File: config.mk
export PLATFORM = sky130hd
export DESIGN_NAME = uart_rx_word
export DESIGN_NICKNAME = d
export VERILOG_FILES = /design/src/rtl/uart_rx_word_pkg.sv /design/src/rtl/uart_rx_byte.sv /design/src/rtl/uart_rx_word.sv
export SDC_FILE = /design/constraint.sdc
export NUM_CORES = 1
export LEC_CHECK = 0
export ABC_CLOCK_PERIOD_IN_PS = 2500
export CORE_UTILIZATION = 56
export CTS_CLUSTER_DIAMETER = 30
export CTS_CLUSTER_SIZE = 20
export DETAILED_ROUTE_END_ITERATION = 7
export PLACE_DENSITY = 0.77
export SLEW_MARGIN = 10
export SYNTH_ARGS = -nofsm -noshare
export SYNTH_HDL_FRONTEND = slang
export SYNTH_SLANG_ARGS = --single-unit
File: constraint.sdc
create_clock -name clk -period 2.5 [get_ports clk]
set_input_delay 0.375 -clock clk [delete_from_list [all_inputs] [get_ports clk]]
set_output_delay 0.375 -clock clk [all_outputs]
set_load 0.1 [all_outputs]
File: src/rtl/uart_rx_word_pkg.sv
// Shared constants and state encoding for the word-oriented UART receiver.
package uart_rx_word_pkg;

  localparam int unsigned BYTES_PER_WORD       = 4;
  localparam int unsigned BITS_PER_BYTE        = 8;
  localparam int unsigned DEFAULT_CLKS_PER_BIT = 5208;

  typedef logic [1:0] state_t;

  localparam state_t ST_IDLE  = 2'd0;
  localparam state_t ST_START = 2'd1;
  localparam state_t ST_DATA  = 2'd2;
  localparam state_t ST_STOP  = 2'd3;

endpackage

File: src/rtl/uart_rx_byte.sv
// 8N1 byte receiver: input synchroniser, bit-timing FSM, one-cycle byte/frame-error pulses.
module uart_rx_byte
  import uart_rx_word_pkg::*;
#(
  parameter int unsigned CLKS_PER_BIT = DEFAULT_CLKS_PER_BIT
) (
  input  logic                     clk,
  input  logic                     rst,
  input  logic                     rxd,
  output logic [BITS_PER_BYTE-1:0] byte_o,
  output logic                     byte_valid_o,
  output logic                     frame_err_o,
  output logic                     idle_o
);

  localparam int unsigned CW = $clog2(CLKS_PER_BIT);
  localparam int unsigned BW = $clog2(BITS_PER_BYTE);
  localparam logic [CW-1:0] BIT_LAST  = CW'(CLKS_PER_BIT - 1);
  localparam logic [CW-1:0] HALF_LAST = CW'(CLKS_PER_BIT / 2 - 1);
  localparam logic [BW-1:0] LAST_BIT  = BW'(BITS_PER_BYTE - 1);

  state_t                   state_q, state_d;
  logic [CW-1:0]            clk_cnt_q, clk_cnt_d;
  logic [BW-1:0]            bit_cnt_q, bit_cnt_d;
  logic [BITS_PER_BYTE-1:0] shift_q, shift_d;
  logic                     sync1_q, sync2_q, prev_q;
  logic                     byte_valid_q, byte_valid_d;
  logic                     frame_err_q, frame_err_d;

  always_comb begin
    state_d      = state_q;
    clk_cnt_d    = clk_cnt_q;
    bit_cnt_d    = bit_cnt_q;
    shift_d      = shift_q;
    byte_valid_d = 1'b0;
    frame_err_d  = 1'b0;
    unique case (state_q)
      ST_IDLE: begin
        if (prev_q && !sync2_q) begin
          state_d   = ST_START;
          bit_cnt_d = '0;
          clk_cnt_d = '0;
        end
      end
      ST_START: begin
        if (clk_cnt_q == HALF_LAST) begin
          clk_cnt_d = '0;
          state_d   = sync2_q ? ST_IDLE : ST_DATA;
        end else begin
          clk_cnt_d = clk_cnt_q + 1'b1;
        end
      end
      ST_DATA: begin
        if (clk_cnt_q == BIT_LAST) begin
          clk_cnt_d          = '0;
          shift_d[bit_cnt_q] = sync2_q;
          if (bit_cnt_q == LAST_BIT) state_d = ST_STOP;
          else bit_cnt_d = bit_cnt_q + 1'b1;
        end else begin
          clk_cnt_d = clk_cnt_q + 1'b1;
        end
      end
      ST_STOP: begin
        // Return to IDLE at mid stop bit so a back-to-back start edge is not missed.
        if (clk_cnt_q == BIT_LAST) begin
          clk_cnt_d    = '0;
          state_d      = ST_IDLE;
          byte_valid_d = sync2_q;
          frame_err_d  = !sync2_q;
        end else begin
          clk_cnt_d = clk_cnt_q + 1'b1;
        end
      end
      default: state_d = ST_IDLE;
    endcase
  end

  always_ff @(posedge clk) begin
    if (!rst) begin
      state_q      <= ST_IDLE;
      clk_cnt_q    <= '0;
      bit_cnt_q    <= '0;
      shift_q      <= '0;
      sync1_q      <= 1'b1;
      sync2_q      <= 1'b1;
      prev_q       <= 1'b1;
      byte_valid_q <= 1'b0;
      frame_err_q  <= 1'b0;
    end else begin
      state_q      <= state_d;
      clk_cnt_q    <= clk_cnt_d;
      bit_cnt_q    <= bit_cnt_d;
      shift_q      <= shift_d;
      sync1_q      <= rxd;
      sync2_q      <= sync1_q;
      prev_q       <= sync2_q;
      byte_valid_q <= byte_valid_d;
      frame_err_q  <= frame_err_d;
    end
  end

  assign byte_o       = shift_q;
  assign byte_valid_o = byte_valid_q;
  assign frame_err_o  = frame_err_q;
  assign idle_o       = (state_q == ST_IDLE);

endmodule

File: src/rtl/uart_rx_word.sv
// Assembles four received UART bytes into a 32-bit word with valid/ack handshake and inter-byte timeout.
module uart_rx_word
  import uart_rx_word_pkg::*;
#(
  parameter int unsigned CLKS_PER_BIT = DEFAULT_CLKS_PER_BIT,
  parameter int unsigned TIMEOUT_BITS = 20
) (
  input  logic        clk,
  input  logic        rst,
  input  logic        rxd,
  input  logic        data_ack,
  output logic [31:0] data_o,
  output logic        data_valid,
  output logic        frame_err,
  output logic        overrun
);

  localparam int unsigned TO_LIMIT = TIMEOUT_BITS * CLKS_PER_BIT;
  localparam int unsigned TOW      = $clog2(TO_LIMIT + 1);
  localparam int unsigned LW       = $clog2(BYTES_PER_WORD);
  localparam logic [LW-1:0]  LAST_LANE = LW'(BYTES_PER_WORD - 1);
  localparam logic [TOW-1:0] TO_MAX    = TOW'(TO_LIMIT);

  logic [BITS_PER_BYTE-1:0] rx_byte;
  logic                     rx_valid, rx_ferr, rx_idle;

  uart_rx_byte #(
    .CLKS_PER_BIT(CLKS_PER_BIT)
  ) u_byte (
    .clk         (clk),
    .rst         (rst),
    .rxd         (rxd),
    .byte_o      (rx_byte),
    .byte_valid_o(rx_valid),
    .frame_err_o (rx_ferr),
    .idle_o      (rx_idle)
  );

  logic [BYTES_PER_WORD-1:0][BITS_PER_BYTE-1:0] word_buf_q, word_buf_d;
  logic [LW-1:0]  byte_cnt_q, byte_cnt_d;
  logic [TOW-1:0] to_q, to_d;
  logic [31:0]    data_q, data_d;
  logic           data_valid_q, data_valid_d;
  logic           overrun_q, overrun_d;

  always_comb begin
    word_buf_d   = word_buf_q;
    byte_cnt_d   = byte_cnt_q;
    data_d       = data_q;
    data_valid_d = data_valid_q;
    overrun_d    = 1'b0;
    to_d         = '0;

    if (data_valid_q && data_ack) data_valid_d = 1'b0;

    if (rx_ferr) begin
      byte_cnt_d = '0;
    end else if (rx_valid) begin
      word_buf_d[byte_cnt_q] = rx_byte;
      if (byte_cnt_q == LAST_LANE) begin
        // Completion overrides a same-cycle ack; only an unacked held word is overrun.
        byte_cnt_d   = '0;
        data_d       = word_buf_d;
        data_valid_d = 1'b1;
        overrun_d    = data_valid_q && !data_ack;
      end else begin
        byte_cnt_d = byte_cnt_q + 1'b1;
      end
    end else if (rx_idle && byte_cnt_q != '0) begin
      if (to_q == TO_MAX) byte_cnt_d = '0;
      else to_d = to_q + 1'b1;
    end
  end

  always_ff @(posedge clk) begin
    if (!rst) begin
      word_buf_q   <= '0;
      byte_cnt_q   <= '0;
      to_q         <= '0;
      data_q       <= '0;
      data_valid_q <= 1'b0;
      overrun_q    <= 1'b0;
    end else begin
      word_buf_q   <= word_buf_d;
      byte_cnt_q   <= byte_cnt_d;
      to_q         <= to_d;
      data_q       <= data_d;
      data_valid_q <= data_valid_d;
      overrun_q    <= overrun_d;
    end
  end

  assign data_o     = data_q;
  assign data_valid = data_valid_q;
  assign frame_err  = rx_ferr;
  assign overrun    = overrun_q;

endmodule

==> results by group <==
Status
  • Status: finished clean

Critical path
  • Slowest CP cell: a32o_1
  • Critical Path AT: between 2 and 2.5 ns
  • Worst Path Max Fanout: 15
  • WS Path Type: reg2reg
  • Family with the most delay on the worst path: compound AO/OA/AOI/OAI gates
  • Crit end category: flip-flop
  • Worst path required time: roughly 2.8 ns
  • Worst path max stage delay: around 0.44 ns
  • Worst path bufs/invs: 0
  • CP Cell Sequence: ha_1 -> nor4bb_1 -> nand3_1 -> a32o_1 -> a21o_1 -> a22o_1
  • Startpoint types: flip-flop

Pwr
  • Final Total Pwr: about 3.0 mW
  • Lkg Pwr: around 1.8 nW
  • PwrDens: about 570 nW/µm²
  • Max VDD drop: between 0.3 and 0.4 mV

STA
  • RSZ-0062 raised after global routing: no
  • Tcrit/Tclk final: between 80% and 90%
  • Slew margin rel.: approximately half
  • Hold Violations, Final: 0
  • Clock skew: 0.0155 ns
  • Minimum clock period: roughly 2.2 ns
  • Finish-stage setup viols: 0
  • Final Hold Slack: 0.417 ns
  • Slew @ Worst Pin: ~0.77 ns
  • Slew Viols, Final: 0
  • F_max: about 460 MHz
  • Setup total negative slack: 0 ns

Clocking
  • CTS buffer count: 9
  • Maximum clock insertion buffer count: 2
  • Clk Latency, worst-skew pair: ~0.37 ns
  • Clk root buf: clkbuf_8
  • Post-CTS sizing: 0
  • CTS Hold Buffers Added: 0
  • Reg clk slew, reported paths: 0.10 ns
  • Clock sink count: between 100 and 150
  • # H-tree levels: 3
  • CTS tree: built
  • Post-CTS setup buffer count: 0

Synthesis
  • Seq cells post-synth: around 110
  • Main synth FF type: dfxtp_1
  • Synthesized cell area: between 4000 and 5000 µm²
  • Synth Instances: ~550
  • Sequential element share of the synthesized area: around 46%
  • Post-synth EDFFs: 0
  • Yosys warnings: 0
  • Post-synthesis cell type count: 49
  • Post-Syn Area per Cell: approximately 8.5 µm²
  • Mapped Nets: ~570
  • Asr flop ratio synth: 0%

Floorplanning
  • DIE WIDTH: ~94 µm
  • Initial Util: between 50% and 60%
  • I/O pins: 39
  • Core area: around 8000 µm²
  • Die height: 93.7 µm
  • Row count: 33
  • Die ar.: roughly 9000 µm²

Global route
  • Total Routing Usage GR: 23.0%
  • Total gr overflow: 0
  • Initial antenna violation count: 0
  • Vias in the first global route: roughly 3,400
  • Pin count of the biggest net entering global routing: 67
  • First-pass GRT wire length: approximately 16,000 µm

Drt
  • DRC errors left: 0
  • Total Wirelength: 9510 µm
  • DR pass1 iterations: 5
  • WL/cell: between 10 and 15 µm
  • Final ANT Viol Nets: 0
  • Via count: about 3,800
  • Vias/cell: 5.58
  • Starting DRT DRC Count: around 140

Placed design
  • Port bufs: 38
  • DP HPWL: 6480 µm
  • Placer Congestion: roughly 0.84
  • Placed insts: 660

Finish
  • Final non-filler cell total: 676
  • Filler cells: ~710
  • Share of layout cells above drive strength 1: ~11%
  • Area of the multi-input gates: about 2300 µm²
  • Final #Nets: 579
  • Area Growth Syn to Fin: 11.4%
  • Ant diodes: 0
  • Most frequent cells in the layout: dfxtp_1 (108), nand2_1 (75), nor2_1 (68), buf_4 (39)
  • Most common cell after layout, fill and taps aside: dfxtp_1
  • Sequential cell area: 2160 µm²

Hold path
  • Hold crit path type: reg2reg

Flow run
  • Maxcap violations: 0
## kinds of logic (layout without fill, tap and decap cells)
kind of cell | after synthesis | in the layout | synth area share [%]
xor+xnor | 16 | 16 | 2.98
mux | 34 | 34 | 7.23
buf+inv | 54 | 72 | 4.49
fa+ha+maj | 9 | 9 | 2.39
simple gates | 238 | 238 | 24.3
compound gates | 94 | 94 | 12.7
flops | 108 | 108 | 46.0
## worst reg2reg max path: cells and delay by family, from the launching register on
kind                       cells  cell delay, ns
and+or+nand+nor                2            0.54
DFF                            1            0.40
AOI/OAI and AO/OA              3            0.83
adders and majority gates      1            0.30
## final timing paths
check,start,end,slack [ns],depth (start not counted)
setup / recovery,u_byte.clk_cnt_q[0]$_SDFFE_PN0P_,u_byte.clk_cnt_q[12]$_SDFFE_PN0P_,0.34,6
hold / removal,u_byte.sync1_q$_SDFF_PN1_,u_byte.sync2_q$_SDFF_PN1_,0.42,1
setup reg to reg,u_byte.clk_cnt_q[0]$_SDFFE_PN0P_,u_byte.clk_cnt_q[12]$_SDFFE_PN0P_,0.34,6
hold reg to reg,u_byte.sync1_q$_SDFF_PN1_,u_byte.sync2_q$_SDFF_PN1_,0.42,1
## flip-flops by register name (all words and copies together) (netlist names), named ones only
name and count:
u_byte.state_q 1, data_valid 1, u_byte.frame_err_o 1, overrun 1
u_byte.bit_cnt_q 3, u_byte.sync2_q 1, word_buf_q 24, byte_cnt_q 2
u_byte.clk_cnt_q 13, to_q 17, data_o 32, u_byte.sync1_q 1
u_byte.prev_q 1, u_byte.byte_o 8, u_byte.byte_valid_o 1
## metal layers
| metal | track usage, % | share of wire (%) | vias to the layer above | wire length [µm] |
|---|---|---|---|---|
| li1 | - | - | 1947 | - |
| met1 | 29.6 | 47 | 1758 | 4440 |
| met2 | 38.7 | 49 | 56 | 4650 |
| met3 | 3.24 | 2.7 | 12 | 260 |
| met4 | 9.36 | 1.7 | 0 | 164 |
| met5 | 0 | 0 | - | 0 |
## through the flow
stage	area (µm²)	utilization, %	setup WS (ns)
after floorplan	4700	-	0.521
after global placement	5020	61.4	0.494
after detailed placement	5020	61.4	0.393
after CTS	5240	64.1	0.394
after global routing	5240	64.1	0.238
final	5240	64.1	0.336
## area by class of cell
type	count	share of cell area, %
clock buffers	10	2.43
clock inverters	6	1.84
multi-input cells	391	44.5
inverters	13	0.931
flip-flops and latches	108	41.3
well taps	105	2.51
repair buffers	43	6.54
## report_power, final
group | internal [mW] | switching (mW) | leakage [nW] | total, mW
clock network | 0.576 | 0.608 | 0.109 | 1.18
registers | 1.72 | 0.00638 | 0.870 | 1.73
logic | 0.0158 | 0.0386 | 0.816 | 0.0544
## cells in the mapped netlist, types with 8 or more instances
cell        n  area share, %
a21oi_1    38            4.0
xor2_1      8            1.5
nand3_1    38            4.0
nor2_1     68            5.4
mux2i_1    34            7.2
nand2_1    75            6.0
o21ai_0     8           0.85
xnor2_1     8            1.5
clkbuf_1   28            2.2
inv_1      13            1.0
dfxtp_1   108             46
ha_1        9            2.4
buf_1       8           0.64
a211oi_1   25            4.0
Note: power is estimated with default switching activity, not from simulation.
